<file path="src/rtl/spike_collector_if.sv">
// Valid/ready packet channel shared by the collector's input and output sides.
//   valid : packet on data is valid (driven by master)
//   ready : slave accepts the packet when valid && ready at a rising edge
//   data  : WIDTH-bit packet (driven by master)
interface spike_collector_if #(
  parameter int WIDTH = 64
);
  logic             valid;
  logic             ready;
  logic [WIDTH-1:0] data;

  modport master (output valid, output data, input ready);
  modport slave  (input valid, input data, output ready);
endinterface

</file>
<file path="src/rtl/spike_collector.sv">
// Sink for the adder stage's packet stream. It stores the latest membrane
// potential per adder and builds a per-timestep spike map. When a timestep
// is complete, it sends one spike-row packet and then replays each adder's
// potential back to that adder.
//
// Ports:
//   clk, rst   : clock, synchronous active-high reset
//   in_ch      : incoming packets (slave side of a valid/ready channel)
//   out_ch     : spike-row and replay packets (master side)
//   timestep   : index of the timestep currently being collected
//   spike_map  : bit t*NUM_ADDERS+a set when adder a spiked in timestep t
//   err        : sticky protocol-error flag
//   all_done   : high once the final timestep's report has been sent
//
// state   | meaning
// COLLECT | accept packets until done and every potential have arrived
// REPORT  | send the spike row of the current timestep
// REPLAY  | send the stored potential back to adder rep_idx
// DONE    | final report sent; idle until reset
module spike_collector #(
  parameter int         WIDTH           = 64,
  parameter int         NUM_ADDERS      = 5,
  parameter int         TIMESTEPS       = 5,
  parameter logic [3:0] ADDER_BASE_ADDR = 4'b0110,
  parameter logic [3:0] MEM_ADDR        = 4'b0000,
  parameter logic [3:0] OUT_ADDR        = 4'b1111
) (
  input  logic                             clk,
  input  logic                             rst,
  spike_collector_if.slave                 in_ch,
  spike_collector_if.master                out_ch,
  output logic [2:0]                       timestep,
  output logic [TIMESTEPS*NUM_ADDERS-1:0]  spike_map,
  output logic                             err,
  output logic                             all_done
);

  typedef enum logic [1:0] {COLLECT, REPORT, REPLAY, DONE} state_t;

  state_t     state;
  // Sized for the largest legal adder count so a 3-bit index never overruns.
  logic [7:0] pot [8];
  logic [7:0] pot_seen;
  logic       done_seen;
  logic [2:0] rep_idx;

  logic [3:0]       src;
  logic [3:0]       pot_off;
  logic [1:0]       typ;
  logic [7:0]       payload;
  logic             accept;
  logic             is_pot;
  logic             pot_ok;
  logic             is_done;
  logic             is_spike;
  logic             spike_ok;
  logic             pkt_err;
  logic             complete;
  logic [2:0]       pot_idx;
  logic [2:0]       sp_t;
  logic [2:0]       sp_a;
  logic [7:0]       pot_seen_nxt;
  logic             done_seen_nxt;
  logic [5:0]       spike_bit;
  logic [7:0]       row;
  logic [2:0]       rep_next;
  logic [WIDTH-1:0] report_pkt;
  logic [WIDTH-1:0] replay_pkt;
  logic             unused_ok;

  always_comb begin
    src      = in_ch.data[63:60];
    typ      = in_ch.data[55:54];
    payload  = in_ch.data[7:0];
    accept   = in_ch.valid && in_ch.ready;

    // Sources below the base wrap to a large offset and so fail the range check.
    pot_off  = src - ADDER_BASE_ADDR;
    pot_idx  = pot_off[2:0];
    is_pot   = (typ == 2'b10);
    pot_ok   = is_pot && (pot_off < 4'(NUM_ADDERS));

    // Adder index 7 is never legal, so a[2:0]==7 marks the done packet.
    is_done  = (typ == 2'b11) && (payload[2:0] == 3'b111);
    is_spike = (typ == 2'b11) && !is_done;
    sp_t     = payload[5:3];
    sp_a     = payload[2:0];
    spike_ok = is_spike && (sp_t == timestep) && (sp_a < 3'(NUM_ADDERS));
    spike_bit = 6'(sp_t) * 6'(NUM_ADDERS) + 6'(sp_a);

    pkt_err  = !typ[1] || (is_pot && !pot_ok) || (pot_ok && pot_seen[pot_idx])
               || (is_spike && !spike_ok);

    pot_seen_nxt  = pot_seen | (pot_ok ? (8'd1 << pot_idx) : 8'd0);
    done_seen_nxt = done_seen | is_done;
    complete      = accept && done_seen_nxt && (&pot_seen_nxt[NUM_ADDERS-1:0]);

    row = '0;
    row[NUM_ADDERS-1:0] = spike_map[timestep*NUM_ADDERS +: NUM_ADDERS];

    report_pkt          = '0;
    report_pkt[63:60]   = MEM_ADDR;
    report_pkt[59:56]   = OUT_ADDR;
    report_pkt[55:54]   = 2'b11;
    report_pkt[10:8]    = timestep;
    report_pkt[7:0]     = row;

    // Packet to load into out_data at the coming handshake.
    rep_next            = (state == REPORT) ? 3'd0 : rep_idx + 3'd1;
    replay_pkt          = '0;
    replay_pkt[63:60]   = MEM_ADDR;
    replay_pkt[59:56]   = ADDER_BASE_ADDR + 4'(rep_next);
    replay_pkt[55:54]   = 2'b10;
    replay_pkt[37:30]   = pot[rep_next];

    unused_ok = ^{in_ch.data[59:56], in_ch.data[53:8], payload[7:6]};
  end

  always_ff @(posedge clk) begin
    if (rst) begin
      state          <= COLLECT;
      in_ch.ready    <= 1'b0;
      out_ch.valid   <= 1'b0;
      out_ch.data    <= '0;
      timestep       <= '0;
      spike_map      <= '0;
      err            <= 1'b0;
      all_done       <= 1'b0;
      pot_seen       <= '0;
      done_seen      <= 1'b0;
      rep_idx        <= '0;
      for (int k = 0; k < 8; k++) pot[k] <= '0;
    end else begin
      case (state)
        COLLECT: begin
          in_ch.ready <= 1'b1;
          if (accept) begin
            if (pkt_err)  err <= 1'b1;
            if (pot_ok)   pot[pot_idx] <= payload;
            if (spike_ok) spike_map[spike_bit] <= 1'b1;
            pot_seen  <= pot_seen_nxt;
            done_seen <= done_seen_nxt;
            if (complete) begin
              state        <= REPORT;
              in_ch.ready  <= 1'b0;
              out_ch.valid <= 1'b1;
              out_ch.data  <= report_pkt;
            end
          end
        end
        REPORT: begin
          if (out_ch.ready) begin
            if (timestep == 3'(TIMESTEPS-1)) begin
              state        <= DONE;
              out_ch.valid <= 1'b0;
              out_ch.data  <= '0;
              all_done     <= 1'b1;
            end else begin
              state       <= REPLAY;
              rep_idx     <= 3'd0;
              out_ch.data <= replay_pkt;
            end
          end
        end
        REPLAY: begin
          if (out_ch.ready) begin
            if (rep_idx == 3'(NUM_ADDERS-1)) begin
              state        <= COLLECT;
              out_ch.valid <= 1'b0;
              out_ch.data  <= '0;
              in_ch.ready  <= 1'b1;
              timestep     <= timestep + 3'd1;
              pot_seen     <= '0;
              done_seen    <= 1'b0;
            end else begin
              rep_idx     <= rep_next;
              out_ch.data <= replay_pkt;
            end
          end
        end
        DONE: begin
          in_ch.ready  <= 1'b0;
          out_ch.valid <= 1'b0;
        end
        default: state <= COLLECT;
      endcase
    end
  end

endmodule

</file>
<file path="src/flat_wrapper.sv">
// flat-port wrapper written by rule: the top's interface ports become plain ports
module spike_collector_flat 
#(
  parameter int         WIDTH           = 64,
  parameter int         NUM_ADDERS      = 5,
  parameter int         TIMESTEPS       = 5,
  parameter logic [3:0] ADDER_BASE_ADDR = 4'b0110,
  parameter logic [3:0] MEM_ADDR        = 4'b0000,
  parameter logic [3:0] OUT_ADDR        = 4'b1111
)
  (clk, rst, timestep, spike_map, err, all_done, in_ch_valid, in_ch_data, in_ch_ready, out_ch_valid, out_ch_data, out_ch_ready);
  spike_collector_if #(.WIDTH(WIDTH)) in_ch_i ();
  spike_collector_if #(.WIDTH(WIDTH)) out_ch_i ();
  input  logic clk;
  input  logic rst;
  output logic [2:0] timestep;
  output logic [TIMESTEPS*NUM_ADDERS-1:0] spike_map;
  output logic err;
  output logic all_done;
  input wire logic [$bits(in_ch_i.valid)-1:0] in_ch_valid;
  input wire logic [$bits(in_ch_i.data)-1:0] in_ch_data;
  output wire logic [$bits(in_ch_i.ready)-1:0] in_ch_ready;
  output wire logic [$bits(out_ch_i.valid)-1:0] out_ch_valid;
  output wire logic [$bits(out_ch_i.data)-1:0] out_ch_data;
  input wire logic [$bits(out_ch_i.ready)-1:0] out_ch_ready;
  assign in_ch_i.valid = in_ch_valid;
  assign in_ch_i.data = in_ch_data;
  assign in_ch_ready = in_ch_i.ready;
  assign out_ch_valid = out_ch_i.valid;
  assign out_ch_data = out_ch_i.data;
  assign out_ch_i.ready = out_ch_ready;
  spike_collector #(.WIDTH(WIDTH), .NUM_ADDERS(NUM_ADDERS), .TIMESTEPS(TIMESTEPS), .ADDER_BASE_ADDR(ADDER_BASE_ADDR), .MEM_ADDR(MEM_ADDR), .OUT_ADDR(OUT_ADDR)) u_core (.clk(clk), .rst(rst), .in_ch(in_ch_i), .out_ch(out_ch_i), .timestep(timestep), .spike_map(spike_map), .err(err), .all_done(all_done));
endmodule
</file>
<file path="config.mk">
export PLATFORM = sky130hd
export DESIGN_NAME = spike_collector_flat
export DESIGN_NICKNAME = d
export VERILOG_FILES = /design/src/rtl/spike_collector_if.sv /design/src/rtl/spike_collector.sv /design/src/flat_wrapper.sv
export SDC_FILE = /design/constraint.sdc
export NUM_CORES = 1
export LEC_CHECK = 0
export CAP_MARGIN = 20
export CELL_PAD_IN_SITES_DETAIL_PLACEMENT = 0
export CELL_PAD_IN_SITES_GLOBAL_PLACEMENT = 1
export CORE_ASPECT_RATIO = 1.5
export CORE_MARGIN = 4
export CORE_UTILIZATION = 41
export CTS_CLUSTER_DIAMETER = 100
export DETAILED_ROUTE_END_ITERATION = 10
export PLACE_DENSITY_LB_ADDON = 0.1
export SYNTH_ARGS = -nofsm -noshare
export SYNTH_HDL_FRONTEND = slang
export SYNTH_SLANG_ARGS = --single-unit
</file>
<file path="constraint.sdc">
create_clock -name clk -period 4.2 [get_ports clk]
set_clock_uncertainty 0.05 [all_clocks]
set_input_delay 0.42 -clock clk [delete_from_list [all_inputs] [get_ports clk]]
set_output_delay 0.42 -clock clk [all_outputs]
set_load 0.01 [all_outputs]
</file>
==> results of run 1 <==
-- per-stage QoR --
step	power, mW	setup slack, ns	hold slack (ns)
after floorplan	1.541	1.473	0.4007
after global placement	1.602	0.5403	0.4107
after detailed placement	1.608	0.5153	0.4132
after CTS	3.038	0.9517	0.4263
after global routing	3.134	0.8345	0.4673
final	3.023	0.9345	0.4231
-- layout by cell type (no fill, tap or decap), types with 23 or more instances in the layout --
master / count
a21oi_1: 37
dfxtp_1: 65
nand2_1: 50
and3_1: 65
nor2_1: 60
edfxtp_1: 64
clkdlybuf4s50_1: 70
buf_4: 26
ha_1: 23
conb_1: 42
-- synthesized netlist by cell type, drive strengths merged, types with 3 or more instances --
cell type and instances:
mux2i 12, buf 48, a221oi 7, edfxtp 64, a21oi 38, a311oi 14, and2 10, and3 65
nor3 8, dfxtp 65, nor2 62, nand2b 17, nor2b 6, a21o 10, a41oi 3, a211oi 12
clkbuf 34, o21ai 20, o211ai 7, nand3 16, mux4 7, o31ai 4, a32oi 3, nand2 50
a31oi 10, xnor2 7, inv 18, ha 23
-- metal layers --
layer	vias to the layer above	global-route usage	routed length, microns
li1	2505	-	-
met1	2570	0.2339	7106
met2	163	0.3939	10750
met3	36	0.03959	821
met4	0	0.09732	756
met5	-	0	0
-- state kept, by name, summed over array words and instances (netlist names) --
name and count:
u_core.pot 64, u_core.spike_map 25, u_core.out_ch.data 22, u_core.pot_seen 5
u_core.rep_idx 3, u_core.timestep 3, u_core.state 2, u_core.all_done 1
u_core.done_seen 1, u_core.err 1, u_core.in_ch.ready 1, u_core.out_ch.valid 1
-- cell type report --
class                   count  area share
inverters                  20    0.009252
well taps                 206     0.03177
multi-input cells         480      0.3781
clock buffers              18     0.05289
flip-flops and latches    129      0.3972
clock inverters            14     0.01727
repair buffers             98      0.1135
-- logic make-up after synthesis --
family / count (synthesis)
other: 1
buffers and inverters: 102
flip-flops: 129
AO/OA/AOI/OAI: 138
XOR/XNOR: 9
adder cells (fa/ha/maj): 24
multiplexers: 19
AND/OR/NAND/NOR: 248
-- critical path, cell delays in order --
cell and delay (ns):
clkdlybuf4s50_1 0.47, inv_1 0.13, ha_1 0.45, or3b_4 0.47, o31ai_1 0.40, buf_4 0.20, o221ai_2 0.19, a21oi_4 0.25
buf_12 0.22, mux2i_1 0.21, nor2_1 0.05
-- power by group --
part	switching, mW	internal [mW]	total (mW)
Clock	0.568	0.871	1.44
Combinational	0.152	0.0767	0.228
Sequential	0.0102	1.34	1.35
-- worst max path at each step --
stage / endpoint / cells past startpoint
2_1_floorplan: u_core.pot[2][0]$_SDFFCE_PN0P_ / 8
3_3_place_gp: u_core.out_ch.data[3]$_SDFFE_PP0P_ / 10
3_5_place_dp: u_core.out_ch.data[8]$_SDFFE_PP0P_ / 10
4_1_cts: u_core.out_ch.data[8]$_SDFFE_PP0P_ / 10
5_1_grt: u_core.out_ch.data[0]$_SDFFE_PP0P_ / 11
6_report: u_core.out_ch.data[8]$_SDFFE_PP0P_ / 11
==> flow_metrics.py, run 1 <==
metrics = {
    "synthesis": {
        "synth_edf_count": 64,
        "synth.area.mux_share": 0.04139,
        "synthSimpleGateAreaFrac": 0.1879,
        "ys_ff_latch": 129,
        "synthDistinctLibCells": 58,
        "synth-compound-area-share": 0.1439,
        "synth_top_family_by_area": "simple AND/OR/NAND/NOR gates",
        "synthesis.area_sq_um": 6711,
        "synth-xor-area-share": 0.01454,
        "synthFlopType": "dfxtp_1",
        "yosysTopAreaCell": "edfxtp_1",
        "ys_warn_count": 0,
        "synth_fa_ha_area_frac": 0.04586,
        "ys_seq_area_frac": 0.4802,
        "syn_area_per_cell_sq_um": 10.02,
        "synth_top_cells_by_area": "edfxtp_1 29%, dfxtp_1 19%, and3_1 6.1%",
        "netlist_instances": 670,
        "synth_top_area_frac": 0.2864,
        "synthArstFlopShare": 0,
    },
    "clock_network": {
        "cts_tree": "done",
        "post_cts_resized": 0,
        "cts.clk_slew.worst_paths_ns": 0.06,
        "htreeDepth": 4,
        "root_buffer": "clkbuf_16",
        "post_cts.repair.setup_buffers": 0,
        "hold_buffers": 0,
        "clk_latency_ns": 0.41,
        "cts_num_sinks": 129,
        "clock_path_buffers": 2,
        "numCtsBuffers": 17,
    },
    "detailed_routing": {
        "vias_per_cell": 5.465,
        "drtPass1Iterations": 5,
        "route.vias.total": 5274,
        "detail-route-antenna-nets": 0,
        "wl_per_cell_microns": 20.14,
        "drt_iter0_markers": 230,
        "drc": 0,
        "routed_wl_microns": 19430,
    },
    "finish": {
        "fin_area_sq_um": 8114,
        "nets": 838,
        "final_cells": 965,
        "syn2layout_area_growth_pct": 20.90,
        "final_core_util": 0.5034,
        "drive_gt1_frac": 0.1001,
        "multi_input_area_sq_um": 3068,
        "n_fill_cell": 1563,
        "seqCellArea_sq_um": 3223,
        "antenna_cells": 0,
    },
    "worst_setup_path": {
        "worstReg2RegStart": "u_core.state[1]$_SDFFE_PP0P_",
        "worstPathArrival_ns": 3.48,
        "cp_max_fo": 31,
        "critPathLaunch": "in_ch_data[61]",
        "end_kind": "flip-flop",
        "crit_required_ns": 4.42,
        "worstRegToRegCells": 8,
        "r2r_slack_ns": 1.27,
        "worst-setup-path-type": "in -> reg",
        "cp-start-kind": "input pin",
        "reg2reg_to": "u_core.out_ch.data[33]$_SDFFE_PP0P_",
    },
    "die": {
        "die_area_sq_um": 18520,
        "die_w_microns": 112.5,
        "start_util": 0.4164,
        "die_y_microns": 164.7,
        "coreArea_sq_um": 16120,
        "fp-row-count": 57,
        "num_io_pins": 164,
    },
    "timing": {
        "post-route-min-period_ns": 3.266,
        "setup_viol": 0,
        "tightest_slew_ns": 0.8537,
        "fmax_mhz": 306.2,
        "relSlewSlack": 0.4302,
        "hold_viol": 0,
        "slew_viol_final": 0,
        "fin_crit_sh": 0.7775,
        "finalSetupTns_ns": 0,
        "rsz0062_at_grt": "false",
    },
    "place": {
        "placedCellCount": 933,
        "hpwl_microns": 13870,
        "placed_cell_area_sq_um": 7545,
        "gp_congestion": 0.8471,
        "portBuffers": 71,
    },
    "global_routing": {
        "grt_max_degree": 71,
        "grt_usage": 0.2126,
        "grt_overflow": 0,
        "grt_pass1_wl_microns": 30300,
        "antenna_found_initial": 0,
        "grt_pass1_vias": 5389,
    },
    "worst_hold_path": {
        "whs_path_depth": 2,
        "holdCritStartpoint": "u_core.out_ch.data[36]$_SDFFE_PP0P_",
        "hold_end": "u_core.out_ch.data[36]$_SDFFE_PP0P_",
        "hold_class": "reg -> reg",
    },
    "power_and_ir_drop": {
        "vdd_ir_drop_max_v": 0.0002219,
        "power_density_nw_per_um2": 372.5,
        "p_leak_nw": 3.223,
    },
    "flow_run": {
        "cap_viol_max_count": 0,
    },
    "status": {
        "status": "finished, final reports clean",
    },
}
No activity file was read; power rests on OpenSTA's default activity.
==> run 2: changes to the inputs <==
--- a/config.mk
+++ b/config.mk
@@ -10,7 +10,7 @@
 export CELL_PAD_IN_SITES_GLOBAL_PLACEMENT = 1
 export CORE_ASPECT_RATIO = 1.5
 export CORE_MARGIN = 4
-export CORE_UTILIZATION = 41
+export CORE_UTILIZATION = 34
 export CTS_CLUSTER_DIAMETER = 100
 export DETAILED_ROUTE_END_ITERATION = 10
 export PLACE_DENSITY_LB_ADDON = 0.1
==> constraint.sdc (replaced) <==
create_clock -name clk -period 2.87 [get_ports clk]
set_clock_uncertainty 0.05 [all_clocks]
set_input_delay 0.287 -clock clk [delete_from_list [all_inputs] [get_ports clk]]
set_output_delay 0.287 -clock clk [all_outputs]
set_load 0.01 [all_outputs]
==> run 2 against run 1 <==
Against the previous run:
- first-iteration DRC count is 35% higher
- global-route usage is 2.6 points lower
- non-clock buffer count is 42 higher
- utilization is 5.4 points lower
- routed wire length is 2.8% higher
- cell count is 9.5% higher
==> flow_metrics.py, run 2 (synthesized netlist as in run 1, its figures left out) <==
metrics = {
    "finish": {
        "final_core_util": 0.4495,
        "reg.largest.list": "u_core.pot (64), u_core.spike_map (25), u_core.out_ch.data (22)",
        "largest_register_ff_count": 64,
        "layout_commonest_cell": "clkdlybuf4s50_1",
        "syn2layout_area_growth_pct": 29.36,
        "max_flop_register": "u_core.pot",
        "antenna_cells": 0,
        "final_cell_mix": "70 x clkdlybuf4s50_1, 65 x and3_1, 65 x dfxtp_1, 64 x edfxtp_1, 60 x nor2_1",
        "nets": 880,
        "drive_gt1_frac": 0.1511,
    },
    "clock_network": {
        "hold_buffers": 0,
        "htreeDepth": 4,
        "numCtsBuffers": 17,
        "cts_num_sinks": 129,
        "clk_latency_ns": 0.41,
        "clock_path_buffers": 2,
        "post_cts.repair.setup_buffers": 0,
        "cts.clk_slew.worst_paths_ns": 0.05,
        "cts_tree": "done",
        "root_buffer": "clkbuf_16",
        "post_cts_resized": 0,
    },
    "worst_setup_path": {
        "cp-start-kind": "input pin",
        "worstPathArrival_ns": 3.07,
        "cp_max_fo": 6,
        "r2r_slack_ns": 0.36,
        "worst-setup-path-type": "in -> reg",
        "worstReg2RegStart": "u_core.state[1]$_SDFFE_PP0P_",
        "end_kind": "flip-flop",
        "critPathLaunch": "in_ch_data[3]",
        "crit_required_ns": 3.16,
    },
    "global_routing": {
        "grt_max_degree": 71,
        "grt_pass1_vias": 5555,
        "grt_usage": 0.1863,
        "grt_overflow": 0,
        "antenna_found_initial": 0,
        "grt_pass1_wl_microns": 31420,
    },
    "detailed_routing": {
        "detail-route-antenna-nets": 0,
        "top_layer": "met4",
        "wl_met3_microns": 614,
        "routed_wl_microns": 19980,
        "route.vias.total": 5308,
        "vias_per_cell": 5.022,
        "met2_length_microns": 11200,
        "wl_per_cell_microns": 18.90,
        "drtPass1Iterations": 4,
        "drc": 0,
        "drt_iter0_markers": 310,
        "wl_met1_microns": 7722,
    },
    "power_and_ir_drop": {
        "p_leak_nw": 3.512,
        "pwr-share-clk": 0.477,
        "combPwrFrac": 0.091,
        "power_density_nw_per_um2": 527.9,
        "netSwitchingPower_mw": 1.070,
        "p_int_mw": 3.514,
        "pwr-share-seq": 0.432,
        "p_sw_frac": 0.2334,
        "vdd_ir_drop_max_v": 0.0002798,
    },
    "timing": {
        "finalSetupTns_ns": 0,
        "fin_crit_sh": 0.9668,
        "holdWs_ns": 0.4174,
        "rsz0062_at_grt": "true",
        "setup_viol": 0,
        "fin_ws_ns": 0.09524,
        "hold_viol": 0,
        "slew_viol_final": 0,
        "fmax_mhz": 360.4,
        "tightest_slew_ns": 0.8454,
        "relSlewSlack": 0.4321,
        "post-route-min-period_ns": 2.775,
    },
    "flow_run": {
        "cap_viol_max_count": 0,
    },
    "place": {
        "hpwl_microns": 14800,
        "gp_congestion": 0.8496,
        "place_ws_ns": -0.3546,
        "portBuffers": 71,
    },
    "die": {
        "die_y_microns": 180.1,
        "num_io_pins": 164,
        "die_area_sq_um": 22100,
        "coreArea_sq_um": 19320,
        "start_util": 0.3475,
        "die_w_microns": 122.7,
        "fp-row-count": 62,
    },
    "worst_hold_path": {
        "hold_class": "reg -> reg",
        "holdCritStartpoint": "u_core.err$_SDFFE_PP0P_",
    },
    "status": {
        "status": "finished, final reports clean",
    },
}
run 2: worst paths after layout:
| kind | end | depth (start not counted) |
|---|---|---|
| max | u_core.spike_map[23]$_SDFFE_PP0P_ | 11 |
| min | u_core.err$_SDFFE_PP0P_ | 2 |
| max reg2reg | u_core.out_ch.data[31]$_SDFFE_PP0P_ | 9 |
| min reg2reg | u_core.err$_SDFFE_PP0P_ | 2 |
run 2: worst max-delay path: stages:
cell             delay (ns)
clkdlybuf4s50_1        0.48
ha_1                   0.32
ha_1                   0.29
inv_1                  0.09
fa_1                   0.20
nor2b_1                0.05
o21ai_0                0.15
nand4_1                0.22
nor3_1                 0.71
a21oi_1                0.15
nor2_1                 0.11
run 2: layout make-up:
type,count,area [sq um]
Clock buffer,22,516.7
Tap cell,256,320.3
Sequential cell,129,3223
Multi-Input combinational cell,480,3068
Timing Repair Buffer,140,1386
Clock inverter,10,92.59
Fill cell,1862,10630
Inverter,20,75.07
run 2: routing by layer:
metal | GRT usage | vias up
met5 | 0 | -
met4 | 0.06682 | 0
met3 | 0.03737 | 21
met2 | 0.3474 | 97
met1 | 0.2035 | 2597
li1 | - | 2593
run 2: per-stage QoR:
step / area (sq um) / total power [mW] / instances
after global routing: 8682 / 4.757 / 1057
after global placement: 8073 / 2.435 / 1025
after floorplan: 6865 / 2.255 / 711
final: 8682 / 4.584 / 1057
after CTS: 8682 / 4.631 / 1057
after detailed placement: 8073 / 2.438 / 1025
run 2: power by group through the flow:
stage	Sequential, mW	Combinational [mW]	Clock, mW
6_report	1.98	0.418	2.18
5_1_grt	1.98	0.457	2.32
4_1_cts	1.98	0.420	2.23
3_5_place_dp	2.02	0.418	0
3_3_place_gp	2.02	0.417	0
2_1_floorplan	2.02	0.235	0
==> run 3: changes to the inputs <==
--- a/config.mk
+++ b/config.mk
@@ -13,7 +13,9 @@
 export CORE_UTILIZATION = 34
 export CTS_CLUSTER_DIAMETER = 100
 export DETAILED_ROUTE_END_ITERATION = 10
+export GPL_ROUTABILITY_DRIVEN = 1
 export PLACE_DENSITY_LB_ADDON = 0.1
+export REMOVE_ABC_BUFFERS = 1
 export SYNTH_ARGS = -nofsm -noshare
 export SYNTH_HDL_FRONTEND = slang
 export SYNTH_SLANG_ARGS = --single-unit
==> run 3 against run 2 <==
Against the previous run:
- clock power is 6% lower
- sequential share of layout area is 0.17 points higher
- die area stayed put
- sequential power hardly changed
- combinational power is 5% lower
- critical path type unchanged
- largest cell class unchanged
- highest routed layer unchanged
==> flow_metrics.py, run 3 (synthesized netlist as in run 1, its figures left out) <==
metrics = {
    "worst_hold_path": {
        "holdCritStartpoint": "u_core.out_ch.data[36]$_SDFFE_PP0P_",
        "hold_end": "u_core.out_ch.data[36]$_SDFFE_PP0P_",
        "hold_class": "reg -> reg",
        "whs_path_depth": 2,
    },
    "worst_setup_path": {
        "cp_cell_sequence": "clkdlybuf4s50_1 -> ha_1 -> ha_1 -> buf_4 -> ha_1 -> a21o_1 -> a21oi_1 -> xnor2_1 -> and3_1 -> a21oi_1 -> nor2_1",
        "worstPathArrival_ns": 3.08,
        "r2r_slack_ns": 0.43,
        "cp-start-kind": "input pin",
        "reg2reg_to": "u_core.out_ch.data[33]$_SDFFE_PP0P_",
        "end_kind": "flip-flop",
        "cpMostUsedCell": "ha_1",
        "cpLargestDelayFamily": "adder cells",
        "cp_max_fo": 7,
        "worst-setup-path-type": "in -> reg",
        "slowest_stage": "clkdlybuf4s50_1",
        "worstRegToRegCells": 8,
        "path_buf_inv": 2,
        "critPathMaxStageDelay_ns": 0.43,
        "worstReg2RegStart": "u_core.state[1]$_SDFFE_PP0P_",
        "crit_required_ns": 3.17,
    },
    "timing": {
        "finalSetupTns_ns": 0,
        "holdWs_ns": 0.4228,
        "post-route-min-period_ns": 2.774,
        "slew_viol_final": 0,
        "rsz0062_at_grt": "true",
        "relSlewSlack": 0.4270,
        "fmax_mhz": 360.5,
        "hold_viol": 0,
        "tightest_slew_ns": 0.8529,
        "fin_crit_sh": 0.9666,
        "setup_viol": 0,
    },
    "clock_network": {
        "hold_buffers": 0,
        "post_cts_resized": 0,
        "cts.clk_slew.worst_paths_ns": 0.06,
        "clock_path_buffers": 2,
        "cts_tree": "done",
        "htreeDepth": 4,
        "numCtsBuffers": 17,
        "root_buffer": "clkbuf_16",
        "cts_num_sinks": 129,
        "clk_latency_ns": 0.42,
        "post_cts.repair.setup_buffers": 0,
    },
    "global_routing": {
        "antenna_found_initial": 0,
        "grt_pass1_vias": 5431,
        "grt_max_degree": 47,
        "grt_pass1_wl_microns": 30620,
        "grt_overflow": 0,
        "grt_usage": 0.1815,
    },
    "detailed_routing": {
        "wl_per_cell_microns": 18.26,
        "routed_wl_microns": 19330,
        "vias_per_cell": 5.038,
        "route.vias.total": 5335,
        "drt_iter0_markers": 240,
        "drc": 0,
        "detail-route-antenna-nets": 0,
        "drtPass1Iterations": 5,
    },
    "finish": {
        "max_flop_register": "u_core.pot",
        "layout_commonest_cell": "clkdlybuf4s50_1",
        "final_core_util": 0.4474,
        "seqCellArea_sq_um": 3223,
        "antenna_cells": 0,
        "largest_register_ff_count": 64,
        "syn2layout_area_growth_pct": 28.77,
        "final_cells": 1059,
        "final_cell_mix": "70 x clkdlybuf4s50_1, 65 x and3_1, 65 x dfxtp_1, 64 x edfxtp_1, 61 x buf_4",
        "nets": 883,
        "multi_input_area_sq_um": 3088,
        "n_fill_cell": 1883,
        "reg.largest.list": "u_core.pot (64), u_core.spike_map (25), u_core.out_ch.data (22)",
        "drive_gt1_frac": 0.1544,
    },
    "place": {
        "gp_congestion": 0.8039,
        "placedCellCount": 1028,
        "hpwl_microns": 14190,
        "portBuffers": 71,
    },
    "die": {
        "die_area_sq_um": 22100,
        "start_util": 0.3475,
        "coreArea_sq_um": 19320,
        "fp-row-count": 62,
        "num_io_pins": 164,
        "die_w_microns": 122.7,
        "die_y_microns": 180.1,
    },
    "power_and_ir_drop": {
        "p_leak_nw": 3.483,
        "vdd_ir_drop_max_v": 0.0003090,
        "power_density_nw_per_um2": 513.3,
        "power_mw": 4.436,
    },
    "flow_run": {
        "cap_viol_max_count": 0,
    },
    "status": {
        "status": "finished, final reports clean",
    },
}
## run 3: changes by cell type in the layout (fill, tap and decap cells not counted), moves of 2 or more
cell / before / now
nor3_1: 8 / 4
nor3_2: 0 / 4
clkinvlp_4: 1 / 3
clkbuf_8: 3 / 0
clkbuf_16: 19 / 17
clkinv_2: 2 / 4
clkinv_4: 2 / 0
buf_4: 56 / 61
clkbuf_1: 0 / 3
buf_12: 13 / 11
## run 3: where the power goes
| group | leakage [nW] | total, mW | internal, mW | switching (mW) |
|---|---|---|---|---|
| clock network | 0.263 | 2.05 | 1.26 | 0.788 |
| logic | 2.03 | 0.399 | 0.162 | 0.237 |
| registers | 1.19 | 1.98 | 1.97 | 0.0173 |
| total | 3.48 | 4.44 | 3.39 | 1.04 |
## run 3: stage by stage
stage,instance area (sq um),setup slack [ns]
2_1_floorplan,6366,-0.03215
6_report,8642,0.09586
4_1_cts,8622,0.06401
3_5_place_dp,8070,-0.3530
5_1_grt,8642,-0.06880
3_3_place_gp,8070,-0.3484
## run 3: area by class of cell
class / count / area share
flip-flops and latches: 129 / 0.3730
clock buffers: 20 / 0.05053
clock inverters: 11 / 0.01332
inverters: 20 / 0.008687
repair buffers: 143 / 0.1601
multi-input cells: 480 / 0.3573
well taps: 256 / 0.03706
## run 3: how the worst max path moves through the flow
stage,from,to,depth (start not counted),slack [ns]
CTS,in_ch_data[3],u_core.spike_map[4]$_SDFFE_PP0P_,11,0.06
detailed placement,in_ch_data[3],u_core.spike_map[3]$_SDFFE_PP0P_,12,-0.35
global route,in_ch_data[3],u_core.spike_map[17]$_SDFFE_PP0P_,11,-0.07
finish,in_ch_data[3],u_core.spike_map[17]$_SDFFE_PP0P_,11,0.1
global placement,in_ch_data[3],u_core.spike_map[5]$_SDFFE_PP0P_,11,-0.35
floorplan,in_ch_data[61],u_core.pot[0][0]$_SDFFCE_PN0P_,6,-0.03
## run 3: routing by layer
metal	wire (microns)	up-vias	global-route usage
met4	403	0	0.06233
met1	7430	2595	0.1997
met5	0	-	0
li1	-	2600	-
met3	601	23	0.02984
met2	10900	117	0.3426
## run 3: worst reg2reg max path: stages, from the launching register on
cell and delay, ns:
dfxtp_1 0.37, inv_1 0.13, ha_1 0.27, nor2b_1 0.23, inv_1 0.28, a211oi_1 0.44
a311oi_1 0.15, o211ai_1 0.28, o21ai_0 0.12
